File: config.mk
export PLATFORM = sky130hd
export DESIGN_NAME = secuenciador_detector
export DESIGN_NICKNAME = d
export VERILOG_FILES = /design/src/rtl/secuenciador_detector.sv
export SDC_FILE = /design/constraint.sdc
export NUM_CORES = 1
export LEC_CHECK = 0
export ABC_CLOCK_PERIOD_IN_PS = 1530
export CORE_MARGIN = 2
export CORE_UTILIZATION = 40
export CTS_CLUSTER_SIZE = 25
export DETAILED_ROUTE_END_ITERATION = 6
export MAX_ROUTING_LAYER = met4
export PLACE_DENSITY = 0.75
export SLEW_MARGIN = 5
export SYNTH_ARGS = -nofsm -noshare
export SYNTH_HDL_FRONTEND = slang
export SYNTH_SLANG_ARGS = --single-unit
File: constraint.sdc
create_clock -name clk -period 1.53 [get_ports clk]
set_input_delay 0.306 -clock clk [delete_from_list [all_inputs] [get_ports clk]]
set_output_delay 0.306 -clock clk [all_outputs]
set_load 0.005 [all_outputs]
File: src/rtl/secuenciador_detector.sv
// Controller that loads a parallel pattern and feeds it MSB-first into the serial
// sequence detector, counting the cycles in which each detector LED is lit.
module secuenciador_detector #(
   parameter int N = 8,
   localparam int CW = $clog2(N + 1)
) (
   input  logic          clk,
   input  logic          reset,
   input  logic          inicio,
   input  logic [N-1:0]  patron,
   input  logic          det_led1,
   input  logic          det_led2,
   output logic          det_entrada,
   output logic          det_reset,
   output logic          ocupado,
   output logic          listo,
   output logic [CW-1:0] cuenta_led1,
   output logic [CW-1:0] cuenta_led2
);

   localparam int IW = $clog2(N);

   typedef enum logic [2:0] {IDLE, CLEAR, SHIFT, DRAIN, FIN} estado_t;

   estado_t       estado;
   logic          inicio_q;
   logic          armado;
   logic          clear_q;
   logic [N-1:0]  patron_q;
   logic [IW-1:0] idx;
   logic [IW-1:0] idx_m1;
   logic          arranque;

   // A button already held at reset release must be seen low before it can start a run.
   assign arranque  = inicio & ~inicio_q & armado;
   assign idx_m1    = idx - 1'b1;
   assign det_reset = clear_q | ~reset;

   // NOTE: all state, including the registered outputs, uses non-blocking assignments so
   // every register sees the values from before the clock edge.
   always_ff @(posedge clk or negedge reset) begin
      if (!reset) begin
         estado      <= IDLE;
         inicio_q    <= 1'b0;
         armado      <= 1'b0;
         clear_q     <= 1'b0;
         patron_q    <= '0;
         idx         <= '0;
         cuenta_led1 <= '0;
         cuenta_led2 <= '0;
         det_entrada <= 1'b0;
         ocupado     <= 1'b0;
         listo       <= 1'b0;
      end else begin
         inicio_q <= inicio;
         armado   <= armado | ~inicio;
         case (estado)
            IDLE: begin
               if (arranque) begin
                  patron_q    <= patron;
                  cuenta_led1 <= '0;
                  cuenta_led2 <= '0;
                  estado      <= CLEAR;
                  clear_q     <= 1'b1;
                  ocupado     <= 1'b1;
               end
            end
            CLEAR: begin
               idx         <= IW'(N - 1);
               estado      <= SHIFT;
               clear_q     <= 1'b0;
               det_entrada <= patron_q[N-1];
            end
            SHIFT: begin
               // LEDs lag the serial input by one bit, so the first SHIFT cycle has nothing to count.
               if (idx != IW'(N - 1)) begin
                  cuenta_led1 <= cuenta_led1 + CW'(det_led1);
                  cuenta_led2 <= cuenta_led2 + CW'(det_led2);
               end
               if (idx == '0) begin
                  estado      <= DRAIN;
                  det_entrada <= 1'b0;
               end else begin
                  idx         <= idx_m1;
                  det_entrada <= patron_q[idx_m1];
               end
            end
            DRAIN: begin
               cuenta_led1 <= cuenta_led1 + CW'(det_led1);
               cuenta_led2 <= cuenta_led2 + CW'(det_led2);
               estado      <= FIN;
               listo       <= 1'b1;
            end
            FIN: begin
               estado  <= IDLE;
               listo   <= 1'b0;
               ocupado <= 1'b0;
            end
            default: begin
               estado      <= IDLE;
               clear_q     <= 1'b0;
               det_entrada <= 1'b0;
               listo       <= 1'b0;
               ocupado     <= 1'b0;
            end
         endcase
      end
   end

endmodule

==> impl_metrics.csv <==
group,metric,value,unit
global_routing,overflow,0,
setup_path,cp-start-kind,"input port",
timing,maxSlewViolCount,0,
logic_synthesis,syn_nets,133,
cts,cts_sinks,28,
logic_synthesis,ys_seq_area_share,50.8,%
routing,wirelength,2880,um
setup_path,crit_fanout,2,
logic_synthesis,synth_top_family_by_area,"compound AO/OA/AOI/OAI gates",
cts,clockBufferDepth,2,
logic_synthesis,synthFlopType,"dfrtp_1",
cts,cts_buffers,3,
setup_path,slowest_delay,0.53,ns
logic_synthesis,synthMuxAreaShare,12.8,%
timing,timing.final.ws_setup,0.0323,ns
global_routing,track_usage,15.8,%
routing,drc,0,
global_routing,grt_max_degree,29,
setup_path,arrival,1.78,ns
cts,clk_latency,0.34,ns
logic_synthesis,synth_xor_area_share,0.635,%
logic_synthesis,synthesis.instances,113,
timing,finalCritPeriodShare,97.9,%
setup_path,startpoint,"det_led2",
power,finalPower,3.27,mW
routing,drtAntennaViolNets,0,
placed_design,numPortBuffers,24,
timing,rsz0062_at_grt,"true",
power,irDropWorstVdd,0.000668,V
finish,final_cell_mix,"dfrtp_1, buf_4, clkdlybuf4s50_1",
timing,final-setup-viol-count,0,
setup_path,slowest_stage,"or4_4",
cts,cts.clk_slew.worst_paths,0.15,ns
setup_path,timing.rr.end,"cuenta_led2[3]$_DFFE_PN0P_",
finish,drive_gt1_share,35.4,%
logic_synthesis,synth_cell_types,34,
placed_design,dp_hpwl,2020,um
routing,dr.pass1.iters,4,
routing,via_per_inst,5.18,
logic_synthesis,yosys.area_share.adder,6.35,%
placed_design,globalplace.congestion,0.761,
setup_path,r2r_start,"estado[2]$_DFFE_PN0P_",
timing,skew,0.0127,ns
floorplanning,die_y,62.7,um
setup_path,rrSetupSlack,0.03,ns
routing,wl_per_cell,13.9,um
global_routing,grt_pass1_wl,4790,um
cts,cts_tree,"yes",
finish,final_cells,207,
setup_path,crit_end,"cuenta_led2[2]$_DFFE_PN0P_",
timing,hold_viol,0,
finish,syn2layout_area_growth,39.4,%
floorplanning,dieArea,3930,sq um
timing,timing.fmax,0.668,GHz
placed_design,dp_slack,-0.353,ns
logic_synthesis,synth_area_per_cell,12.2,sq um
setup_path,path_class,"in -> reg",
timing,fin_setup_tns,0,ns
global_routing,antenna_found_initial,0,
finish,fin_util,58.0,%
logic_synthesis,synth-edff-count,0,
placed_design,place_inst,189,
logic_synthesis,async_reset_ff_share,100,%
setup_path,cp-end-kind,"flop",
timing,slew_headroom,76.7,%
cts,cts_max_level,1,
logic_synthesis,syn-cell-area,1380,sq um
cts,cts_root_buf,"clkbuf_4",
job,drv_cap,0,
floorplanning,io_pins,25,
floorplanning,die_w,62.7,um
finish,nNetsFinal,182,
logic_synthesis,synth_compound_area_share,12.9,%
power,power.density,1700,nW/um^2
logic_synthesis,ys_seq_elements,28,
floorplanning,core-area,3310,sq um
timing,worst_slew_pin_slew,0.347,ns
setup_path,r2r_cells,3,
logic_synthesis,yosysWarnings,0,
power,p_leak,0.924,nW
timing,fin_crit,1.50,ns
setup_path,required,1.82,ns
floorplanning,initial_core_util,41.6,%
routing,num_vias,1072,
worst_hold_path,hold_path_class,"in -> async",
global_routing,grt_pass1_vias,1078,
floorplanning,num_rows,21,
finish,antennaDiodeCount,0,
logic_synthesis,synthSimpleGateAreaFrac,12.3,%
status,status,"complete, no violations",
setup_path,crit_chain,"clkdlybuf4s50_1 -> ha_2 -> ha_1 -> inv_1 -> or4_4 -> a21oi_2",
finish,layout_commonest_cell,"dfrtp_1",
routing,drt_iter0_drc,28,
==> critical path, delay by kind of cell <==
| family | cells | cell delay, ns |
|---|---|---|
| compound gates | 1 | 0.12 |
| fa+ha+maj | 2 | 0.31 |
| buf+inv | 2 | 0.52 |
| simple gates | 1 | 0.53 |
==> cell families after synthesis <==
logic type | Yosys count
AOI/OAI and AO/OA | 24
xor gates and xnor gates | 1
adders and majority gates | 7
buffers and inverters | 11
DFF | 28
muxes | 14
and+or+nand+nor | 28
==> sequential cells by signal, indices dropped and copies added, names as in the netlist, 3 cells and up <==
signal / count
patron_q: 8
idx: 3
estado: 3
cuenta_led1: 4
cuenta_led2: 4
==> through the flow <==
stage	instance area [sq um]	hold slack [ns]
4_1_cts	1840	0.381
3_5_place_dp	1740	0.450
5_1_grt	1920	0.397
6_report	1920	0.354
3_3_place_gp	1740	0.445
2_1_floorplan	1380	0.0104
==> per-layer routing <==
| metal | up-vias | GRT usage [%] | share of wire, % |
|---|---|---|---|
| met5 | - | - | 0 |
| met4 | 0 | 8.33 | 2.6 |
| met3 | 7 | 1.62 | 2.5 |
| met2 | 19 | 26.7 | 52 |
| met1 | 542 | 18.7 | 43 |
| li1 | 504 | - | - |
==> cell type report <==
type	instances	area [sq um]
well taps	46	57.6
inverters	5	18.8
fillers	293	1390
flip-flops and latches	28	703
clock buffers	4	26.3
repair buffers	49	440
multi-input cells	75	676
==> how the worst min path moves through the flow <==
stage	start	slack, ns	to	cells past startpoint
2_1_floorplan	reset	0.01	armado$_DFF_PN0_	0
3_3_place_gp	armado$_DFF_PN0_	0.44	armado$_DFF_PN0_	1
3_5_place_dp	armado$_DFF_PN0_	0.45	armado$_DFF_PN0_	1
4_1_cts	reset	0.38	listo$_DFFE_PN0N_	2
5_1_grt	reset	0.40	listo$_DFFE_PN0N_	2
6_report	reset	0.35	listo$_DFFE_PN0N_	2
==> where the power goes <==
group | switching (mW) | internal [mW]
logic | 0.725 | 0.997
registers | 0.200 | 1.03
clock network | 0.218 | 0.102
total | 1.14 | 2.13
==> cells in the mapped netlist (all sizes together), types with 2 or more instances <==
master	count	area, sq um
and2	2	12.5
nand2b	5	31.3
nor2	6	22.5
dfrtp	28	701
mux4	2	45.0
o31ai	5	37.5
nand2	2	7.51
or4	4	37.5
a22oi	2	15.0
o21ai	3	15.0
ha	7	87.6
and3b	2	17.5
nand3	3	15.0
a22o	4	35.0
a21oi	6	37.5
inv	5	18.8
mux2i	3	30.0
buf	5	35.0
mux2	9	101
==> what timing repair did <==
| item | in CTS | in global routing |
|---|---|---|
| endpoints found under the setup margin | 21 | 21 |
| pin swaps | 0 | 5 |
| resized for setup | 10 | 14 |
| hold buffers | 0 | 0 |
| setup buffers | 9 | 4 |
| gates cloned | 0 | 1 |
(Power assumes the default switching activity.)
